===== config.mk =====
export PLATFORM = sky130hd
export DESIGN_NAME = weight_addr_seq_flat
export DESIGN_NICKNAME = d
export VERILOG_FILES = /design/src/rtl/weight_addr_seq_if.sv /design/src/rtl/weight_addr_seq.sv /design/src/flat_wrapper.sv
export SDC_FILE = /design/constraint.sdc
export NUM_CORES = 1
export LEC_CHECK = 0
export CORE_MARGIN = 1
export CORE_UTILIZATION = 40
export CTS_BUF_LIST = sky130_fd_sc_hd__clkbuf_8
export DETAILED_ROUTE_END_ITERATION = 16
export GPL_ROUTABILITY_DRIVEN = 0
export MAX_ROUTING_LAYER = met4
export SYNTH_ARGS = -nofsm -noshare
export SYNTH_HDL_FRONTEND = slang
export SYNTH_SLANG_ARGS = --single-unit

===== constraint.sdc =====
create_clock -name clk -period 3.77 [get_ports clk]
set_clock_uncertainty 0.1 [all_clocks]
set_input_delay 0.754 -clock clk [delete_from_list [all_inputs] [get_ports clk]]
set_output_delay 0.754 -clock clk [all_outputs]
set_load 0.02 [all_outputs]

===== src/rtl/weight_addr_seq_if.sv =====
// weight_addr_seq address stream interface
// valid/ready weight address bus with window/filter markers
interface weight_addr_seq_if #(
  parameter int ADDR_W = 10
);
  logic              addr_valid;
  logic              addr_ready;
  logic [ADDR_W-1:0] weight_addr;
  logic              win_last;
  logic              filt_last;

  modport master (
    output addr_valid,
    output weight_addr,
    output win_last,
    output filt_last,
    input  addr_ready
  );

  modport slave (
    input  addr_valid,
    input  weight_addr,
    input  win_last,
    input  filt_last,
    output addr_ready
  );
endinterface


===== src/rtl/weight_addr_seq.sv =====
// weight_addr_seq: conv weight address generator
// filter/window/channel/tap walk, weight-set replay per window
module weight_addr_seq #(
  parameter int ADDR_W = 10,
  parameter int KSIZE  = 3,
  parameter int CH_W   = 8,
  parameter int PIX_W  = 12
) (
  input  logic              clk,
  input  logic              reset,
  input  logic              start,
  input  logic [ADDR_W-1:0] cfg_base,
  input  logic [CH_W-1:0]   cfg_cin,
  input  logic [CH_W-1:0]   cfg_cout,
  input  logic [PIX_W-1:0]  cfg_pix,
  input  logic              abort,
  output logic              busy,
  output logic              done,
  weight_addr_seq_if.master aif
);

  localparam int K2    = KSIZE * KSIZE;
  localparam int TAP_W = (K2 > 1) ? $clog2(K2) : 1;
  localparam logic [TAP_W-1:0] TAP_LAST = TAP_W'(K2 - 1);

  typedef enum logic [1:0] {
    S_IDLE,
    S_RUN,
    S_DONE
  } state_t;

  state_t r_state;
  state_t w_next;

  logic [CH_W-1:0]   r_cin;
  logic [CH_W-1:0]   r_cout;
  logic [PIX_W-1:0]  r_pix;
  logic [ADDR_W-1:0] r_fbase;
  logic [ADDR_W-1:0] r_addr;
  logic [TAP_W-1:0]  r_tap;
  logic [CH_W-1:0]   r_ch;
  logic [PIX_W-1:0]  r_win;
  logic [CH_W-1:0]   r_filt;

  logic w_run;
  logic w_hs;
  logic w_cfg_zero;
  logic w_tap_end;
  logic w_ch_end;
  logic w_win_end;
  logic w_filt_end;
  logic w_win_last;
  logic w_filt_last;

  assign w_run      = (r_state == S_RUN);
  assign w_hs       = w_run & aif.addr_ready;
  assign w_cfg_zero = (cfg_cin == '0) | (cfg_cout == '0)
                    | (cfg_pix == '0);
  assign w_tap_end  = (r_tap == TAP_LAST);
  assign w_ch_end   = (r_ch == r_cin - CH_W'(1));
  assign w_win_end  = (r_win == r_pix - PIX_W'(1));
  assign w_filt_end = (r_filt == r_cout - CH_W'(1));
  assign w_win_last  = w_run & w_tap_end & w_ch_end;
  assign w_filt_last = w_win_last & w_win_end;

  // state register
  always_ff @(posedge clk or posedge reset) begin
    if (reset) r_state <= S_IDLE;
    else       r_state <= w_next;
  end

  // next state: abort wins over a coincident final handshake
  always_comb begin
    w_next = r_state;
    unique case (r_state)
      S_IDLE: begin
        if (start) w_next = w_cfg_zero ? S_DONE : S_RUN;
      end
      S_RUN: begin
        if (abort)
          w_next = S_DONE;
        else if (w_hs & w_filt_last & w_filt_end)
          w_next = S_DONE;
      end
      S_DONE: w_next = S_IDLE;
      default: w_next = S_IDLE;
    endcase
  end

  // outputs decoded from state and counters
  always_comb begin
    busy            = w_run;
    done            = (r_state == S_DONE);
    aif.addr_valid  = w_run;
    aif.weight_addr = r_addr;
    aif.win_last    = w_win_last;
    aif.filt_last   = w_filt_last;
  end

  // config capture and tap/channel/window/filter walk
  always_ff @(posedge clk or posedge reset) begin
    if (reset) begin
      r_cin   <= '0;
      r_cout  <= '0;
      r_pix   <= '0;
      r_fbase <= '0;
      r_addr  <= '0;
      r_tap   <= '0;
      r_ch    <= '0;
      r_win   <= '0;
      r_filt  <= '0;
    end else if ((r_state == S_IDLE) && start) begin
      r_cin   <= cfg_cin;
      r_cout  <= cfg_cout;
      r_pix   <= cfg_pix;
      r_fbase <= cfg_base;
      r_addr  <= cfg_base;
      r_tap   <= '0;
      r_ch    <= '0;
      r_win   <= '0;
      r_filt  <= '0;
    end else if (w_hs) begin
      if (!w_tap_end) begin
        r_tap  <= r_tap + TAP_W'(1);
        r_addr <= r_addr + ADDR_W'(1);
      end else begin
        r_tap <= '0;
        if (!w_ch_end) begin
          r_ch   <= r_ch + CH_W'(1);
          r_addr <= r_addr + ADDR_W'(1);
        end else begin
          r_ch <= '0;
          if (!w_win_end) begin
            r_win  <= r_win + PIX_W'(1);
            r_addr <= r_fbase;
          end else begin
            r_win   <= '0;
            r_filt  <= r_filt + CH_W'(1);
            r_fbase <= r_addr + ADDR_W'(1);
            r_addr  <= r_addr + ADDR_W'(1);
          end
        end
      end
    end
  end

endmodule


===== src/flat_wrapper.sv =====
// flat-port wrapper written by rule: the top's interface ports become plain ports
module weight_addr_seq_flat 
#(
  parameter int ADDR_W = 10,
  parameter int KSIZE  = 3,
  parameter int CH_W   = 8,
  parameter int PIX_W  = 12
)
  (clk, reset, start, cfg_base, cfg_cin, cfg_cout, cfg_pix, abort, busy, done, aif_addr_valid, aif_weight_addr, aif_win_last, aif_filt_last, aif_addr_ready);
  weight_addr_seq_if #(.ADDR_W(ADDR_W)) aif_i ();
  input  logic clk;
  input  logic reset;
  input  logic start;
  input  logic [ADDR_W-1:0] cfg_base;
  input  logic [CH_W-1:0] cfg_cin;
  input  logic [CH_W-1:0] cfg_cout;
  input  logic [PIX_W-1:0] cfg_pix;
  input  logic abort;
  output logic busy;
  output logic done;
  output wire logic [$bits(aif_i.addr_valid)-1:0] aif_addr_valid;
  output wire logic [$bits(aif_i.weight_addr)-1:0] aif_weight_addr;
  output wire logic [$bits(aif_i.win_last)-1:0] aif_win_last;
  output wire logic [$bits(aif_i.filt_last)-1:0] aif_filt_last;
  input wire logic [$bits(aif_i.addr_ready)-1:0] aif_addr_ready;
  assign aif_addr_valid = aif_i.addr_valid;
  assign aif_weight_addr = aif_i.weight_addr;
  assign aif_win_last = aif_i.win_last;
  assign aif_filt_last = aif_i.filt_last;
  assign aif_i.addr_ready = aif_addr_ready;
  weight_addr_seq #(.ADDR_W(ADDR_W), .KSIZE(KSIZE), .CH_W(CH_W), .PIX_W(PIX_W)) u_core (.clk(clk), .reset(reset), .start(start), .cfg_base(cfg_base), .cfg_cin(cfg_cin), .cfg_cout(cfg_cout), .cfg_pix(cfg_pix), .abort(abort), .busy(busy), .done(done), .aif(aif_i));
endmodule

# After elaboration in Yosys (flattened, before gate mapping)
# Index checks and enable logic that the tools add are counted.
[word_totals]
ff_bits = 82
latchBits = 0
ram_bits = 0
rom_bits = 0
in_bits = 43
out_inout_bits = 15
elab_cells = 78
mem_count = 0
[op_classes]
n_addsub = 8
multipliers = 0
div = 0
order_cmp = 0
eq_ne = 8
n_shift = 0
muxes = 31
n_bitwise = 8
reduce_logical = 13
[ops]
columns = ["op", "count"]
rows = [
  ["$mux W10", 9],
  ["$mux W8", 9],
  ["$mux W12", 5],
  ["$add A8 B1 Y8 const B", 2],
  ["$eq A8 B8 Y1", 2],
  ["$logic_not A8 Y1", 2],
  ["$sub A8 B1 Y8 const B", 2],
  ["$add A12 B1 Y12 const B", 1],
  ["$eq A12 B12 Y1", 1],
  ["$logic_not A12 Y1", 1],
  ["$mux W4", 3],
  ["$sub A12 B1 Y12 const B", 1],
  ["$add A10 B1 Y10 const B", 1],
  ["$mux W2", 4],
  ["$reduce_bool A2 Y1", 4],
  ["$and A1 B1 Y1", 6],
  ["$add A4 B1 Y4 const B", 1],
  ["$eq A4 B4 Y1 const B", 1],
  ["$pmux W2 S2", 1],
  ["$reduce_and A2 Y1", 2],
  ["$reduce_and A4 Y1", 1],
  ["$ne A3 B3 Y1 const B", 1],
  ["$reduce_and A3 Y1", 1],
  ["$eq A2 B1 Y1 const B", 1],
  ["other kinds (5)", 6],
]

# Depth between registers and ports, before layout
# Gate-level depths: netlist of the first run.
[logic_depth]
depth_word = 9
depth_mapped = 11
depth_no_buf = 9

# Least setup slack after synthesis of the first run
# No wires, ideal clock.
[synth_timing]
path_kind = "register to output"
startpoint = "register u_core.r_pix[0]"
endpoint = "output aif_filt_last"
arrival_time_ps = 2412
t_required_ps = 2916
slack_ps = 504
path_stages_with_launch = 10
n_path_buf = 1
path_cell_list = "dfrtp_1 inv_1 ha_1 clkbuf_1 o21ba_1 a221oi_1 a41oi_1 nor4_1 and3_1 and3_1"
[synth_between]
elab_chain_cells = 3
[synth_rtl]
columns = ["item", "line_no", "text"]
rows = [
  ["from (decl)", "weight_addr_seq.sv:37", "logic [PIX_W-1:0] r_pix;"],
  ["from (signal assigned)", "weight_addr_seq.sv:115", "r_pix <= cfg_pix;"],
  ["$sub A12 B1 Y12", "weight_addr_seq.sv:61", "assign w_win_end = (r_win == r_pix - PIX_W'(1));"],
  ["$eq A12 B12 Y1", "weight_addr_seq.sv:61", ""],
  ["$and A1 B1 Y1", "weight_addr_seq.sv:64", "assign w_filt_last = w_win_last & w_win_end;"],
  ["to (decl)", "flat_wrapper.sv:24", "output wire logic [$bits(aif_i.filt_last)-1:0] aif_filt_last;"],
]
# Every way passes these cells.

# Worst setup path after layout of the first run
[layout_timing]
startpoint = "register u_core.r_pix[4]"
endpoint = "output aif_filt_last"
# Same word-level chain as after synthesis.

==> run metrics, run 1 <==
status completed; setup TNS 0 ps; DIE WIDTH 113.4 um; First-pass DRT Iterations 5; Initial Util 41.14%; largest net degree at the start of global routing 83; Mapped Nets 628; H-tree depth 3; CTS tree done; top post-synthesis cells by area dfrtp_1 41%, nand2_1 8.4%, mux2i_1 5.0%, xor2_1 4.4%, xnor2_1 3.7%; clk sink count 82; CP startpoint kind register; Via density 5.419; Syn Area/Cell 8.615 sq um; Worst-Margin Slew 660.6 ps; Gate Count Post-Synth 576; grt ovf 0; initial antenna violation count 0; Critical R2R Capture u_core.aif.weight_addr[4]; leakage 2.609 nW; Yosys top cell area share 41.35%; top_reg_cell synth dfrtp_1; first-pass GRT wire length 20.65 mm; die height 113.4 um; Critical Path Start u_core.r_pix[4]; YS warnings 0; FF-to-FF path depth 9; Placed Cells 788; layout cell share with drive strength beyond 1 8.019%; Max IR drop VDD 0.2694 mV; Post-DP HPWL 8.597 mm; Post-synth EDFFs 0; boundary pin count 58; Netlist cell types 56; nets 683; worst path arrival time 2710 ps; P&R area growth vs syn 20.95%; hold depth 2; die area 12860 sq um; IO Port Bufs 57; total global-route track usage 20.95%; total power 3.875 mW; r2r setup slk 690 ps; endpoints failing setup 0; Critical R2R Launch u_core.r_cin[0]; Final Hold Viols 0; filler cell count 1154; Synth Cell Area 4962 sq um; drt wl/cell 14.96 um; CP Data Required Time 2920 ps; post-synth top area cell dfrtp_1; Fmax achieved 280.3 MHz; vias in the first global route 4263; post-route ant nets 0; CP endpoint kind output pin; unrepaired setup endpoints after global routing no; post-synthesis sequential area ratio 41.35%; DRC 0; period utilisation layout 94.63%; Clock Root Buffer clkbuf_8; slew margin rel. 55.96%; Worst Hold Class register to register; worst-path fanout max 5; Final Instance Count excl. Fillers 804; Crit Path Class register to output pin; worst-skew pair later-pin latency 370 ps; routed via count 4357; most common cell after layout, fill and taps aside nand2_1; hold_ws 402.1 ps; PwrDens 645.6 nW/um^2; Clk pin slew, worst setup/hold paths 80 ps; #FFs+latches synth 82; most frequent cells in the layout 111 x nand2_1, 82 x dfrtp_1, 55 x clkdlybuf4s50_1; max cap viols 0; core box area 12060 sq um; Hold Crit Start u_core.r_cin[7]; final worst path period need 3568 ps; final wirelength 12.03 mm; antenna cells 0; clock buffer depth 2; hold endpoint u_core.r_cin[7]; CTS buffer count 9; FFs w/ async S/R, synth 100.0%; FP Rows 40; drt first-iter violations 270; Slew Viols, Final 0
[flip-flops by register name, summed over array words and instances (netlist names)]
signal	count
u_core.aif.weight_addr	10
u_core.r_filt	8
u_core.r_ch	8
u_core.r_win	12
u_core.r_fbase	10
u_core.r_tap	4
u_core.r_cout	8
u_core.r_state	2
u_core.r_cin	8
u_core.r_pix	12
[synthesized netlist by cell type, types with 2 or more instances]
library cell	number
nand2_1	111
dfrtp_1	82
o21ai_0	33
clkbuf_1	28
nor2_1	28
nand3_1	26
mux2i_1	25
xor2_1	25
xnor2_1	21
nor3_1	20
nor4_1	17
inv_1	16
a21oi_1	14
and3_1	14
o21ai_1	12
ha_1	9
nand4_1	9
o211ai_1	9
o31ai_1	8
or4_1	7
or3_1	5
nor2b_1	4
nor3b_1	4
a211o_1	3
a221oi_1	3
and3b_1	3
buf_4	3
a211oi_1	2
a311oi_1	2
a31oi_1	2
and2_1	2
and4_1	2
nand2b_1	2
nand3b_1	2
o21a_1	2
[layer usage]
metal | share of wire, % | GRT usage (%)
met5 | 0 | -
met4 | 1.4 | 5.439
met3 | 4.3 | 5.313
met2 | 48 | 32.92
met1 | 46 | 27.03
[power by group]
group / total, mW / internal (mW) / switching (mW)
registers: 1.46 / 1.15 / 0.315
clock network: 0.712 / 0.386 / 0.326
logic: 1.70 / 0.764 / 0.939
total: 3.88 / 2.30 / 1.58
[logic make-up (layout without fill, tap and decap cells)]
| logic type | after synthesis | in the layout | synth area share [%] |
|---|---|---|---|
| AND/OR/NAND/NOR | 261 | 261 | 25.74 |
| AO/OA/AOI/OAI | 103 | 103 | 13.29 |
| flip-flops | 82 | 82 | 41.35 |
| buffers and inverters | 50 | 110 | 4.185 |
| XOR/XNOR | 46 | 46 | 8.119 |
| multiplexers | 25 | 25 | 5.043 |
| adder cells (fa/ha/maj) | 9 | 9 | 2.269 |
[timing repair]
item / 4_1_cts / 5_1_grt
setup buffers: 0 / 0
endpoints found under the setup margin: 2 / 2
hold buffers: 0 / 0
resized for setup: 4 / 4
[metrics by stage]
step	setup slack, ps	instance area, sq um	utilization [%]
floorplan	504.0	4962	-
global placement	175.6	5784	47.96
detailed placement	127.5	5784	47.96
CTS	13.75	6008	49.81
global route	13.84	6002	49.76
finish	202.3	6002	49.76
[area by class of cell]
class	instances	area, sq um	share of cell area [%]
inverter	16	61.31	1.021
timing repair buffer	78	730.7	12.17
clock buffer	10	137.6	2.293
tap	168	210.2	3.502
multi-input combinational	444	2729	45.47
clock inverter	6	81.33	1.355
sequential	82	2052	34.19
[worst max path at each step]
stage / to / slack [ps] / cells after the start
CTS: aif_filt_last / 10 / 7
floorplan: aif_filt_last / 500 / 9
global placement: aif_filt_last / 180 / 7
finish: aif_filt_last / 200 / 8
detailed placement: aif_filt_last / 130 / 7
global route: aif_filt_last / 10 / 8
[critical path, cell delays in order (launching register included)]
cell and delay (ps):
dfrtp_1 430, or4_1 520, buf_4 180, nor3_1 250, a211oi_1 140, o31ai_2 230, and3_1 210, and3_1 200
clkbuf_2 180
Power figures use the tool's default switching activity.
==> run 2: changes to the inputs <==
--- a/config.mk
+++ b/config.mk
@@ -6,7 +6,7 @@
 export NUM_CORES = 1
 export LEC_CHECK = 0
 export CORE_MARGIN = 1
-export CORE_UTILIZATION = 40
+export CORE_UTILIZATION = 35
 export CTS_BUF_LIST = sky130_fd_sc_hd__clkbuf_8
 export DETAILED_ROUTE_END_ITERATION = 16
 export GPL_ROUTABILITY_DRIVEN = 0
==> run 2 against run 1 <==
Compared with the run above: cell count rose by 1.4%; worst hold slack improved by 2.3 ps; clock power fell by 2%; via count did not move; combinational power barely moved; first-iteration DRC count fell by 16%; wire length rose by 4.0%; count of clock-buffer cells in the layout rose by 1; global-route usage fell by 2.3 points; sequential power barely moved; sequential share of layout area fell by 0.15 points; worst setup slack improved by 1.2 ps.
==> run metrics, run 2 (synthesis results as in run 1) <==
status completed; Worst Hold Class register to register; slew margin rel. 54.34% (-1.6 points); CTS buffer count 9 (unchanged); total global-route track usage 18.69% (-2.3 points); routed via count 4357 (unchanged); clock network power share 18.1% (-0.3 points); PnR worst setup slack 203.5 ps (+1.232 ps); Final Instance Count excl. Fillers 815 (+1.4%); postcts setup bufs 0 (unchanged); DRC 0 (unchanged); largest registers u_core.r_pix x12, u_core.r_win x12; cts repair resizes 2 (-2); met1 usage 22.37% (-4.7 points); dpl cell area 5792 sq um (+0.13%); Via density 5.346 (-1.3%); dpl ws 162.4 ps (+34.89 ps); met2 Use GR 31.79% (-1.1 points); worst-path fanout max 5 (unchanged); worst path arrival time 2710 ps (about the same); Max IR drop VDD 0.3219 mV (+19%); M3 GR Usage 3.336% (-2.0 points); Worst-Margin Slew 684.1 ps (+23.53 ps); Hold Buf Count CTS 0 (unchanged); PwrDens 642.1 nW/um^2 (-0.54%); Switch Pwr 1.609 mW (+1.9%); max cap viols 0 (unchanged); drt wl/cell 15.35 um (+2.6%); core box area 13880 sq um (+15%); layout cell share with drive strength beyond 1 8.661% (+0.64 points); worst-skew pair later-pin latency 390 ps (+20 ps); FF-to-FF path depth 8 (-1); unrepaired setup endpoints after global routing no; IO Port Bufs 57 (unchanged); total power 3.871 mW (-0.11%); Int Pwr 2.262 mW (-1.5%); initial antenna violation count 0 (unchanged); sw frac 41.57% (+0.82 points); hold_ws 404.3 ps (+2.275 ps); boundary pin count 58 (unchanged); first-pass GRT wire length 20.88 mm (+1.1%); final worst path period need 3566 ps (-1.232 ps); die area 14660 sq um (+14%); First-pass DRT Iterations 4 (-1); clk sink count 82 (unchanged); Placed Cells 799 (+1.4%); period utilisation layout 94.60% (about the same); Clock Root Buffer clkbuf_8; final wirelength 12.51 mm (+4.0%); Initial Util 35.75% (-5.4 points); die height 121.1 um (+6.8%); most frequent cells in the layout 111 x nand2_1, 82 x dfrtp_1, 55 x clkdlybuf4s50_1; final core occ 43.43% (-6.3 points); nets 682 (-0.15%); hold depth 2 (unchanged); clock buffer depth 2 (unchanged); CP Data Required Time 2920 ps (about the same); Finished Cell Area 6028 sq um (+0.44%); antenna cells 0 (unchanged); Clk pin slew, worst setup/hold paths 80 ps (about the same); Seq pwr share 38.0% (+0.3 points); grt ovf 0 (unchanged); Final Hold Viols 0 (unchanged); Comb pwr share 44.0% (about the same); CP startpoint kind register; drt first-iter violations 226 (-16%); filler cell count 1400 (+21%); post-route ant nets 0 (unchanged); most common cell after layout, fill and taps aside nand2_1; Crit Path Class register to output pin; largest net degree at the start of global routing 48 (-42%); setup TNS 0 ps (unchanged); endpoints failing setup 0 (unchanged); P&R area growth vs syn 21.48%; vias in the first global route 4387 (+2.9%); CTS tree done; Slew Viols, Final 0 (unchanged); FP Rows 43 (+7.5%); CP endpoint kind output pin; leakage 2.591 nW (-0.70%); DIE WIDTH 121.1 um (+6.8%); Fmax achieved 280.4 MHz (about the same); Post-DP HPWL 9.040 mm (+5.2%); H-tree depth 3 (unchanged); global routing's busiest layer met2
-- run 2: layer usage --
layer	up-vias	share of wire [%]
met1	2133	45
met3	11	3.1
li1	2140	-
met5	-	0
met4	0	1.3
met2	73	50
-- run 2: power groups by stage --
stage | clock [mW] | combinational [mW] | sequential [mW]
after floorplan | 0 | 1.17 | 1.45
after global placement | 0 | 1.65 | 1.46
after detailed placement | 0 | 1.69 | 1.48
after CTS | 0.723 | 1.70 | 1.46
after global routing | 0.748 | 1.90 | 1.52
final | 0.699 | 1.70 | 1.47
-- run 2: final timing paths --
| path | slack, ps | to | start |
|---|---|---|---|
| max in group asynchronous | 2210 | u_core.r_cin[5] | reset |
| min in group asynchronous | 660 | u_core.aif.weight_addr[1] | reset |
| hold / removal | 400 | u_core.r_cin[7] | u_core.r_cin[7] |
| hold reg to reg | 400 | u_core.r_cin[7] | u_core.r_cin[7] |
| setup reg to reg | 620 | u_core.r_filt[5] | u_core.r_cin[0] |
| setup / recovery | 200 | aif_filt_last | u_core.r_pix[2] |
-- run 2: critical path: stages (launching register included) --
cell	delay, ps
dfrtp_1	410
or4_1	570
buf_4	180
nor3_1	270
a211oi_1	140
o31ai_2	230
and3_4	240
and3_1	140
clkbuf_2	160
-- run 2: layout make-up --
class                           instances  area (sq um)  share of cell area [%]
Clock buffer                           11         151.4                   2.511
Clock inverter                          5         62.56                   1.038
Timing Repair Buffer                   77         723.2                   12.00
Inverter                               16         61.31                   1.017
Sequential cell                        82          2052                   34.04
Tap cell                              180         225.2                   3.736
Multi-Input combinational cell        444          2753                   45.66
==> run 3: changes to the inputs <==
--- a/config.mk
+++ b/config.mk
@@ -5,7 +5,7 @@
 export SDC_FILE = /design/constraint.sdc
 export NUM_CORES = 1
 export LEC_CHECK = 0
-export CORE_MARGIN = 1
+export CORE_MARGIN = 1.5
 export CORE_UTILIZATION = 35
 export CTS_BUF_LIST = sky130_fd_sc_hd__clkbuf_8
 export DETAILED_ROUTE_END_ITERATION = 16
==> run 3 against run 2 <==
Compared with the run above: sequential share of layout area grew 0.41 points; register-to-register slack about the same; wire length down 2.8%; count of clock-buffer cells in the layout down 2; sequential cell count unchanged; via count is 0.18% lower; critical path type unchanged; critical endpoint unchanged.
==> run metrics, run 3 (synthesis results as in run 1) <==
status completed; IO Port Bufs 57 (unchanged); drt first-iter violations 170 (-25%); drt wl/cell 14.95 um (-2.6%); Final Hold Viols 0 (unchanged); P&R area growth vs syn 20.02%; DRC 0 (unchanged); First-pass DRT Iterations 5 (+1); period utilisation layout 95.44% (+0.84 points); worst-skew pair later-pin latency 380 ps (about the same); slew margin rel. 55.63% (+1.3 points); CTS buffer count 9 (unchanged); largest net degree at the start of global routing 52 (+8.3%); Clock Root Buffer clkbuf_8; worst-path fanout max 5 (unchanged); post-route ant nets 0 (unchanged); routed via count 4349 (-0.18%); Slew Viols, Final 0 (unchanged); final core occ 42.91% (-0.52 points); Fmax achieved 277.9 MHz (-0.88%); initial antenna violation count 0 (unchanged); die area 14900 sq um (+1.7%); postcts setup bufs 0 (unchanged); final worst path period need 3598 ps (+31.55 ps); Crit Path Class register to output pin; clk sink count 82 (unchanged); antenna cells 0 (unchanged); Worst-Margin Slew 664.8 ps (-19.34 ps); vias in the first global route 4301 (-2.0%); most frequent cells in the layout 111 x nand2_1, 82 x dfrtp_1, 55 x clkdlybuf4s50_1; unrepaired setup endpoints after global routing yes; H-tree depth 3 (unchanged); first-pass GRT wire length 20.84 mm (-0.17%); leakage 2.567 nW (-0.91%); final wirelength 12.16 mm (-2.8%); clock buffer depth 2 (unchanged); FP Rows 43 (unchanged); Clk pin slew, worst setup/hold paths 90 ps (about the same); most common cell after layout, fill and taps aside nand2_1; total global-route track usage 18.35% (-0.34 points); Hold Buf Count CTS 0 (unchanged); Multi-input gate area 2726 sq um (-0.95%); largest registers u_core.r_pix x12, u_core.r_win x12; Initial Util 35.75% (unchanged); CP endpoint kind output pin; boundary pin count 58 (unchanged); CP startpoint kind register; worst path arrival time 2740 ps (+30 ps); nets 680 (-0.29%); Via density 5.349 (about the same); endpoints failing setup 0 (unchanged); Max IR drop VDD 0.2987 mV (-7.2%); max cap viols 0 (unchanged); hold_ws 401.3 ps (-3.023 ps); register area 2052 sq um (unchanged); PwrDens 631.2 nW/um^2 (-1.7%); grt ovf 0 (unchanged); die height 122.1 um (+0.83%); CP Data Required Time 2920 ps (about the same); Post-DP HPWL 8.854 mm (-2.1%); layout cell share with drive strength beyond 1 7.583% (-1.1 points); CTS tree done; core box area 13880 sq um (unchanged); total power 3.759 mW (-2.9%); Worst Hold Class register to register; filler cell count 1403 (+0.21%); DIE WIDTH 122.1 um (+0.83%)
## run 3: changes by cell type in the layout (fill, tap and decap cells not counted), sizes merged
cell,previous run,this run
clkbuf,13,11
clkinv,3,2
inv,15,19
buf,20,18
bufinv,1,0
## run 3: path summary, 6_finish.rpt
check                                start                         to  slack [ps]  depth (start not counted)
max in group asynchronous            reset            u_core.r_pix[3]        2210                          3
min                        u_core.r_cin[7]            u_core.r_cin[7]         400                          2
max                        u_core.r_cin[0]              aif_filt_last         170                          7
min in group asynchronous            reset  u_core.aif.weight_addr[2]         670                          2
max reg2reg                u_core.r_pix[3]           u_core.r_filt[5]         630                          9
min reg2reg                u_core.r_cin[7]            u_core.r_cin[7]         400                          2
## run 3: power breakdown
part	internal, mW	switching [mW]	leakage (nW)
Sequential	1.15	0.326	1.06
Combinational	0.756	0.916	1.42
Clock	0.250	0.367	0.0872
Total	2.15	1.61	2.57
## run 3: layout make-up
class | instances | area share [%]
inverters | 16 | 1.029
clock inverters | 7 | 0.9874
multi-input cells | 444 | 45.78
clock buffers | 9 | 2.080
well taps | 180 | 3.782
flip-flops and latches | 82 | 34.45
repair buffers | 75 | 11.89
## run 3: through the flow
step,area (sq um),setup slack [ps],instances,TNS (ps)
after floorplan,4962,504.0,576,0
after global placement,5777,168.3,797,0
after detailed placement,5777,115.6,797,0
after CTS,5964,14.49,813,0
after global routing,5956,-45.11,813,-45.11
final,5956,172.0,813,0
## run 3: routing by layer
| metal | share of wire (%) | global-route usage, % | vias up |
|---|---|---|---|
| li1 | - | - | 2147 |
| met1 | 47 | 23.27 | 2100 |
| met2 | 48 | 28.93 | 81 |
| met3 | 3.0 | 3.043 | 21 |
| met4 | 2.2 | 8.067 | 0 |
| met5 | 0 | - | - |
## run 3: timing repair
action,CTS,global route
setup endpoints to repair,2,2
resized for setup,4,3
pin swaps,0,0
## run 3: critical path, stage by stage (launching register included)
cell and delay [ps]:
dfrtp_1 430, or4_1 550, nor4_1 320, nor4_1 130
or3_1 400, nor2_1 150, and3_1 210, clkbuf_2 180
